[src/rtl/uart_tx_if.sv]
// uart_tx_if: host-side write handshake and serial line of uart_tx
interface uart_tx_if;
  logic       trmt;
  logic [7:0] tx_data;
  logic       tx_rdy;
  logic       busy;
  logic       tx_done;
  logic       TX;
  modport master (output trmt, tx_data, input tx_rdy, busy, tx_done, TX);
  modport slave (input trmt, tx_data, output tx_rdy, busy, tx_done, TX);
endinterface

[src/rtl/uart_tx.sv]
// uart_tx: 8N1 UART transmitter with one-deep holding register; define UART_TX_PARITY_EN for an even parity bit
module uart_tx #(
  parameter int BAUD_DIV = 108
) (
  input  logic     clk,
  input  logic     rst_n,
  uart_tx_if.slave bus
);
`ifdef UART_TX_PARITY_EN
  localparam int FRAME = 11;
`else
  localparam int FRAME = 10;
`endif
  localparam int BW = $clog2(BAUD_DIV);
  typedef enum logic {IDLE, TXING} state_t;
  state_t           state;
  logic [7:0]       hold;
  logic             hold_full;
  logic [FRAME-1:0] shft;
  logic [FRAME-1:0] frame;
  logic [BW-1:0]    baud_cnt;
  logic [3:0]       bit_cnt;
  logic             done;
  logic             shift;
  logic             frame_end;
  logic             wr;
  logic             load;
`ifdef UART_TX_PARITY_EN
  assign frame = {1'b1, ^hold, hold, 1'b0};
`else
  assign frame = {1'b1, hold, 1'b0};
`endif
  assign shift     = state == TXING && baud_cnt == BW'(BAUD_DIV - 1);
  assign frame_end = shift && bit_cnt == 4'(FRAME - 1);
  assign wr        = bus.trmt && !hold_full;
  // a queued byte loads on the very edge the previous stop bit ends, so no idle bit
  assign load      = hold_full && (state == IDLE || frame_end);
  always_ff @(posedge clk or negedge rst_n)
    if (!rst_n) begin
      state     <= IDLE;
      hold      <= '0;
      hold_full <= 1'b0;
      shft      <= '1;
      baud_cnt  <= '0;
      bit_cnt   <= '0;
      done      <= 1'b0;
    end else begin
      done <= frame_end;
      if (wr) begin
        hold      <= bus.tx_data;
        hold_full <= 1'b1;
      end
      if (load) begin
        shft      <= frame;
        hold_full <= 1'b0;
        baud_cnt  <= '0;
        bit_cnt   <= '0;
        state     <= TXING;
      end else if (frame_end) begin
        shft  <= '1;
        state <= IDLE;
      end else if (state == TXING) begin
        baud_cnt <= shift ? '0 : baud_cnt + 1'b1;
        if (shift) begin
          shft    <= {1'b1, shft[FRAME-1:1]};
          bit_cnt <= bit_cnt + 4'd1;
        end
      end
    end
  assign bus.TX      = shft[0];
  assign bus.tx_done = done;
  assign bus.tx_rdy  = !hold_full;
  assign bus.busy    = state == TXING || hold_full;
endmodule
[src/flat_wrapper.sv]
// flat-port wrapper written by rule: the top's interface ports become plain ports
module uart_tx_flat 
#(
  parameter int BAUD_DIV = 108
)
  (clk, rst_n, bus_trmt, bus_tx_data, bus_tx_rdy, bus_busy, bus_tx_done, bus_TX);
  uart_tx_if bus_i ();
  input  logic clk;
  input  logic rst_n;
  input wire logic [$bits(bus_i.trmt)-1:0] bus_trmt;
  input wire logic [$bits(bus_i.tx_data)-1:0] bus_tx_data;
  output wire logic [$bits(bus_i.tx_rdy)-1:0] bus_tx_rdy;
  output wire logic [$bits(bus_i.busy)-1:0] bus_busy;
  output wire logic [$bits(bus_i.tx_done)-1:0] bus_tx_done;
  output wire logic [$bits(bus_i.TX)-1:0] bus_TX;
  assign bus_i.trmt = bus_trmt;
  assign bus_i.tx_data = bus_tx_data;
  assign bus_tx_rdy = bus_i.tx_rdy;
  assign bus_busy = bus_i.busy;
  assign bus_tx_done = bus_i.tx_done;
  assign bus_TX = bus_i.TX;
  uart_tx #(.BAUD_DIV(BAUD_DIV)) u_core (.clk(clk), .rst_n(rst_n), .bus(bus_i));
endmodule
[config.mk]
export PLATFORM = sky130hd
export DESIGN_NAME = uart_tx_flat
export DESIGN_NICKNAME = d
export VERILOG_FILES = /design/src/rtl/uart_tx_if.sv /design/src/rtl/uart_tx.sv /design/src/flat_wrapper.sv
export SDC_FILE = /design/constraint.sdc
export NUM_CORES = 1
export LEC_CHECK = 0
export ABC_AREA = 1
export ABC_CLOCK_PERIOD_IN_PS = 1700
export CAP_MARGIN = 20
export CORE_ASPECT_RATIO = 0.5
export CORE_MARGIN = 1
export CORE_UTILIZATION = 55
export CTS_CLUSTER_SIZE = 30
export DETAILED_ROUTE_END_ITERATION = 7
export PLACE_DENSITY = 0.79
export SLEW_MARGIN = 40
export SYNTH_ARGS = -nofsm -noshare
export SYNTH_HDL_FRONTEND = slang
export SYNTH_SLANG_ARGS = --single-unit
[constraint.sdc]
create_clock -name clk -period 1.7 [get_ports clk]
set_input_delay 0.255 -clock clk [delete_from_list [all_inputs] [get_ports clk]]
set_output_delay 0.255 -clock clk [all_outputs]
set_load 0.005 [all_outputs]
==> results of run 1 <==
cells in the mapped netlist (3+ instances only):
cell	count
dfrtp_1	22
nor2_1	7
mux2_2	4
nand2_2	3
buf_6	3
xor2_1	5
o21ai_0	4
inv_1	27
a21oi_1	5
nand2_1	51
ha_1	3
o2111ai_1	4
dfstp_2	9
clkinv_1	4
nand3_1	19
through the flow:
step | area, sq um | cells | hold WS (ns) | setup slack (ns)
2_1_floorplan | 1653 | 190 | -0.04059 | 0.3487
3_3_place_gp | 1814 | 240 | 0.4550 | 0.2071
3_5_place_dp | 1814 | 240 | 0.4586 | 0.1895
4_1_cts | 1933 | 248 | 0.3601 | 0.01566
5_1_grt | 1933 | 248 | 0.3833 | 0.007707
6_report | 1933 | 248 | 0.3443 | 0.05583
layer usage:
layer	global-route usage, %	wire length [microns]	share of wire [%]	up-vias
li1	-	-	-	632
met1	27.90	1520	50	575
met5	0	0	0	-
met2	40.17	1329	44	25
met4	5.455	24	0.79	0
met3	6.000	148	4.9	4
path summary, 6_finish.rpt:
kind / start / end / slack [ns] / depth (start not counted)
worst max-delay path: u_core.state / bus_busy / 0.06 / 3
worst min-delay path: rst_n / u_core.bit_cnt[2] / 0.34 / 2
worst max register to register: u_core.baud_cnt[0] / u_core.baud_cnt[3] / 0.15 / 7
worst min register to register: u_core.shft[3] / u_core.shft[3] / 0.47 / 2
max in group asynchronous: rst_n / u_core.shft[7] / 1.03 / 2
min in group clk: u_core.shft[3] / u_core.shft[3] / 0.47 / 2
kinds of logic after synthesis:
kind of cell             after synthesis  synth area share, %
AO/OA/AOI/OAI                         17                6.434
XOR/XNOR                               7                3.709
adder cells (fa/ha/maj)                3                2.271
buffers and inverters                 39                11.28
flip-flops                            31                47.62
multiplexers                           4                2.725
AND/OR/NAND/NOR                       89                25.97
worst max-delay path: stages (launching register included):
cell and delay [ns]:
dfrtp_2 0.46, inv_1 0.09, nand2_1 0.06, clkdlybuf4s50_1 0.49
where the power goes:
group,internal (mW),switching (mW)
Sequential,0.806,0.0286
Clock,0.474,0.286
Combinational,0.0845,0.0706
Total,1.36,0.385
final cells by class:
class	instances	area, sq um	area share (%)
flip-flops and latches	31	788.3	40.78
multi-input cells	120	679.4	35.15
repair buffers	19	177.7	9.191
inverters	33	123.9	6.408
clock buffers	6	82.58	4.272
well taps	37	46.29	2.395
clock inverters	2	35.03	1.812
registers in the layout, indices dropped and copies added, names as in the netlist:
register / count
u_core.baud_cnt: 7
u_core.shft: 9
u_core.hold_full: 1
u_core.state: 1
u_core.bus.tx_done: 1
u_core.bit_cnt: 4
u_core.hold: 8
timing repair:
item	CTS	global route
buffers inserted	0	0
cloned	0	0
resized for setup	1	1
endpoints found under the setup margin	1	2
==> flow_metrics.py, run 1 <==
metrics = {
    "outcome": {
        "status": "complete, no violations",
    },
    "drt": {
        "drt-wirelength-per-cell_microns": 12.19,
        "via_per_inst": 4.984,
        "first_iter_violations": 47,
        "wirelength_mm": 3.023,
        "vias": 1236,
        "dr.pass1.iters": 7,
        "drtAntennaViolNets": 0,
        "drcViolationCount": 0,
    },
    "job": {
        "cap_violations": 0,
    },
    "pwr": {
        "vdd_drop_max_v": 0.0005286,
        "leakage_nw": 0.9771,
        "p_per_area_nw_per_um2": 905.5,
        "power_mw": 1.750,
    },
    "timing": {
        "drv_slew": 0,
        "setup_tns_ns": 0,
        "worst_slew_pin_slew_ns": 0.3790,
        "hold_viol_final": 0,
        "finalCriticalPeriod_ns": 1.644,
        "fin_skew_ns": 0.01221,
        "rsz0062_at_grt": "no",
        "setup_viol": 0,
        "relSlewSlack_pct": 74.73,
        "fmax_mhz": 608.2,
        "finalCritPeriodShare_pct": 96.72,
    },
    "global_route": {
        "grt_pass1_wl_mm": 5.119,
        "grt-ovfl-total": 0,
        "grt_pass1_vias": 1138,
        "antenna_found_initial": 0,
        "grt_usage_pct": 22.32,
        "grt_max_degree": 32,
    },
    "worst_setup_path": {
        "critPathKind": "flop to output pin",
        "cp.required_ns": 1.44,
        "cp_max_fo": 8,
        "crit_path_end_kind": "output pin",
        "arrival_ns": 1.39,
        "start_kind": "flop",
    },
    "synth": {
        "ys.flop_type": "dfrtp_1",
        "ys_warn_count": 0,
        "syn_nets": 204,
        "syn-cell-area_sq_um": 1653,
        "synthArstFlopShare_pct": 100.0,
        "synth-edff-count": 0,
        "synthCells": 190,
        "avgSynthCellArea_sq_um": 8.699,
        "synth-seq-area-share_pct": 47.62,
        "ys_types": 30,
        "ys_top_cells_by_area": "dfrtp_1 33%, dfstp_2 14%, nand2_1 12%, inv_1 6.1%, nand3_1 5.8%",
        "yosys.area.top_type_share_pct": 33.31,
        "ys_seq_elements": 31,
        "synth_largest_area_cell": "dfrtp_1",
    },
    "cells_and_area": {
        "syn_to_final_growth_pct": 16.96,
        "utilization_pct": 71.17,
        "num_antenna_cells": 0,
        "layout_commonest_cell": "nand2_1",
        "layout_common_cells": "51 x nand2_1, 26 x inv_1, 21 x dfrtp_1",
        "nets": 224,
        "drive_gt1_share_pct": 18.96,
        "fillers": 187,
    },
    "clock_network": {
        "htreeDepth": 2,
        "clockBufferDepth": 2,
        "cts_sinks": 31,
        "cts_inserted_buffers": 5,
        "clk_latency_ns": 0.29,
        "cts_tree": "done",
        "cts-root-buf": "clkbuf_8",
        "hold_buffers": 0,
        "clkTransAtPathRegs_ns": 0.07,
    },
    "placed_design": {
        "place_congestion": 0.8167,
        "port_buffers": 14,
        "detailed_place_hpwl_mm": 2.045,
    },
    "floorplan": {
        "pin_count": 15,
        "die_w_microns": 79.53,
        "fp.dieH_microns": 40.77,
        "start_util_pct": 60.85,
        "core_sq_um": 2716,
        "die-area_sq_um": 3242,
        "num_rows": 13,
    },
    "hold_path": {
        "hp-class": "input pin to async pin",
    },
}
Note: power is estimated with default switching activity, not from simulation.
==> run 2, diff against run 1 <==
--- a/config.mk
+++ b/config.mk
@@ -10,10 +10,10 @@
 export CAP_MARGIN = 20
 export CORE_ASPECT_RATIO = 0.5
 export CORE_MARGIN = 1
-export CORE_UTILIZATION = 55
+export CORE_UTILIZATION = 40
 export CTS_CLUSTER_SIZE = 30
 export DETAILED_ROUTE_END_ITERATION = 7
-export PLACE_DENSITY = 0.79
+export PLACE_DENSITY = 0.61
 export SLEW_MARGIN = 40
 export SYNTH_ARGS = -nofsm -noshare
 export SYNTH_HDL_FRONTEND = slang
==> run 2 against run 1 <==
Against the previous run: non-clock buffer count up 1; largest power group unchanged; design area down 0.45%; sequential power about the same; cell count up 7.3%; routed wire length up 0.56%; hold slack better by 0.025 ns; combinational power up 3%.
==> flow_metrics.py, run 2 (synthesized netlist as in run 1, its figures left out) <==
metrics = {
    "outcome": {
        "status": "complete, no violations",
    },
    "drt": {
        "first_iter_violations": 33,
        "drcViolationCount": 0,
        "vias": 1215,
        "via_per_inst": 4.568,
        "drt-wirelength-per-cell_microns": 11.43,
        "dr.pass1.iters": 4,
        "wirelength_mm": 3.040,
        "drtAntennaViolNets": 0,
    },
    "clock_network": {
        "clk_latency_ns": 0.28,
        "clockBufferDepth": 2,
        "cts_sinks": 31,
        "post_cts_buffers": 0,
        "hold_buffers": 0,
        "cts_tree": "done",
        "cts_resized": 0,
        "cts-root-buf": "clkbuf_8",
        "cts_inserted_buffers": 5,
        "clkTransAtPathRegs_ns": 0.07,
        "htreeDepth": 2,
    },
    "global_route": {
        "grtUsageMet3_pct": 4.286,
        "antenna_found_initial": 0,
        "gr-usage-met2_pct": 21.47,
        "use_met1_pct": 23.73,
        "grt_pass1_vias": 1052,
        "gr-max-usage-layer": "met1",
        "grt-ovfl-total": 0,
        "grt_pass1_wl_mm": 5.071,
        "grt_max_degree": 32,
        "grt_usage_pct": 15.80,
    },
    "worst_setup_path": {
        "rrSetupSlack_ns": 0.18,
        "cp_max_fo": 8,
        "cp.required_ns": 1.44,
        "arrival_ns": 1.33,
        "crit_path_end_kind": "output pin",
        "r2r_start": "u_core.baud_cnt[0]",
        "start_kind": "flop",
        "critPathKind": "flop to output pin",
        "worst_r2r_path_depth": 8,
        "r2r-end": "u_core.baud_cnt[0]",
    },
    "cells_and_area": {
        "layout_commonest_cell": "nand2_1",
        "layout_common_cells": "51 x nand2_1, 26 x inv_1, 22 x dfrtp_1",
        "top_regs": "u_core.shft: 9 flops, u_core.hold: 8 flops, u_core.baud_cnt: 7 flops",
        "final_area_sq_um": 1924,
        "top_register": "u_core.shft",
        "num_antenna_cells": 0,
        "fillers": 386,
        "nets": 225,
        "seqCellArea_sq_um": 787.0,
        "multiInputGateArea_sq_um": 679.4,
        "largest_register_ffs": 9,
        "drive_gt1_share_pct": 17.92,
        "syn_to_final_growth_pct": 16.43,
    },
    "placed_design": {
        "detailed_place_hpwl_mm": 2.198,
        "placed_area_sq_um": 1843,
        "port_buffers": 14,
        "place_congestion": 0.8004,
        "dp_slack_ns": 0.1755,
    },
    "timing": {
        "fin_skew_ns": 0.003645,
        "finalCritPeriodShare_pct": 93.03,
        "rsz0062_at_grt": "no",
        "hold_viol_final": 0,
        "whs_ns": 0.3688,
        "worst_slew_pin_slew_ns": 0.3878,
        "setup_viol": 0,
        "fmax_mhz": 632.3,
        "relSlewSlack_pct": 74.15,
        "worst_slack_ns": 0.1184,
        "finalCriticalPeriod_ns": 1.582,
        "drv_slew": 0,
        "setup_tns_ns": 0,
    },
    "job": {
        "cap_violations": 0,
    },
    "floorplan": {
        "fp.dieH_microns": 47.46,
        "start_util_pct": 42.12,
        "num_rows": 16,
        "pin_count": 15,
        "core_sq_um": 3924,
        "die_w_microns": 92.91,
        "die-area_sq_um": 4409,
    },
    "hold_path": {
        "hp-class": "input pin to async pin",
    },
    "pwr": {
        "p_per_area_nw_per_um2": 803.6,
        "vdd_drop_max_v": 0.0003123,
        "leakage_nw": 0.9627,
    },
}
run 2: cell types whose count changed in the layout (fill, tap and decap cells not counted):
cell / previous run / this run
bufinv_16: 1 / 0
clkbuf_8: 6 / 5
buf_4: 5 / 6
dfrtp_1: 21 / 22
clkbuf_1: 0 / 2
dfrtp_2: 1 / 0
run 2: routing by layer:
layer  part of all wire, %  routed length [microns]
met3                   3.4                      102
met5                     0                        0
met2                    40                     1208
met4                   1.3                       38
met1                    56                     1691
run 2: final cells by class:
class	count	area share, %
Sequential cell	31	40.90
Multi-Input combinational cell	120	35.31
Timing Repair Buffer	20	9.623
Inverter	33	6.437
Clock buffer	7	3.966
Tap cell	54	3.511
Clock inverter	1	0.2601
run 2: power breakdown:
group          total (mW)  switching, mW  internal (mW)
registers           0.832         0.0252          0.806
clock network       0.556          0.269          0.287
logic               0.159         0.0745         0.0847
run 2: critical path: stages (launching register included):
cell	delay (ns)
dfrtp_1	0.39
inv_2	0.14
nand2_1	0.07
clkdlybuf4s50_1	0.45
run 2: worst max-delay path by stage:
| stage | cells after the start | start | to |
|---|---|---|---|
| 2_1_floorplan | 9 | u_core.baud_cnt[0] | u_core.shft[4] |
| 3_3_place_gp | 8 | u_core.bit_cnt[1] | u_core.baud_cnt[3] |
| 3_5_place_dp | 8 | u_core.baud_cnt[0] | u_core.baud_cnt[0] |
| 4_1_cts | 2 | u_core.hold_full | bus_tx_rdy |
| 5_1_grt | 8 | u_core.bit_cnt[0] | u_core.shft[8] |
| 6_report | 3 | u_core.hold_full | bus_busy |
run 2: per-stage QoR:
stage	cells	util (%)	power, mW
global route	266	49.04	1.613
floorplan	190	-	0.9335
detailed placement	258	46.97	1.005
CTS	266	49.04	1.563
global placement	258	46.97	1.001
finish	266	49.04	1.546
==> run 3, diff against run 2 <==
--- a/config.mk
+++ b/config.mk
@@ -11,7 +11,7 @@
 export CORE_ASPECT_RATIO = 0.5
 export CORE_MARGIN = 1
 export CORE_UTILIZATION = 40
-export CTS_CLUSTER_SIZE = 30
+export CTS_CLUSTER_SIZE = 25
 export DETAILED_ROUTE_END_ITERATION = 7
 export PLACE_DENSITY = 0.61
 export SLEW_MARGIN = 40
==> results of run 3 <==
Same layout as run 2: the final DEF is identical, and so are final timing and power.
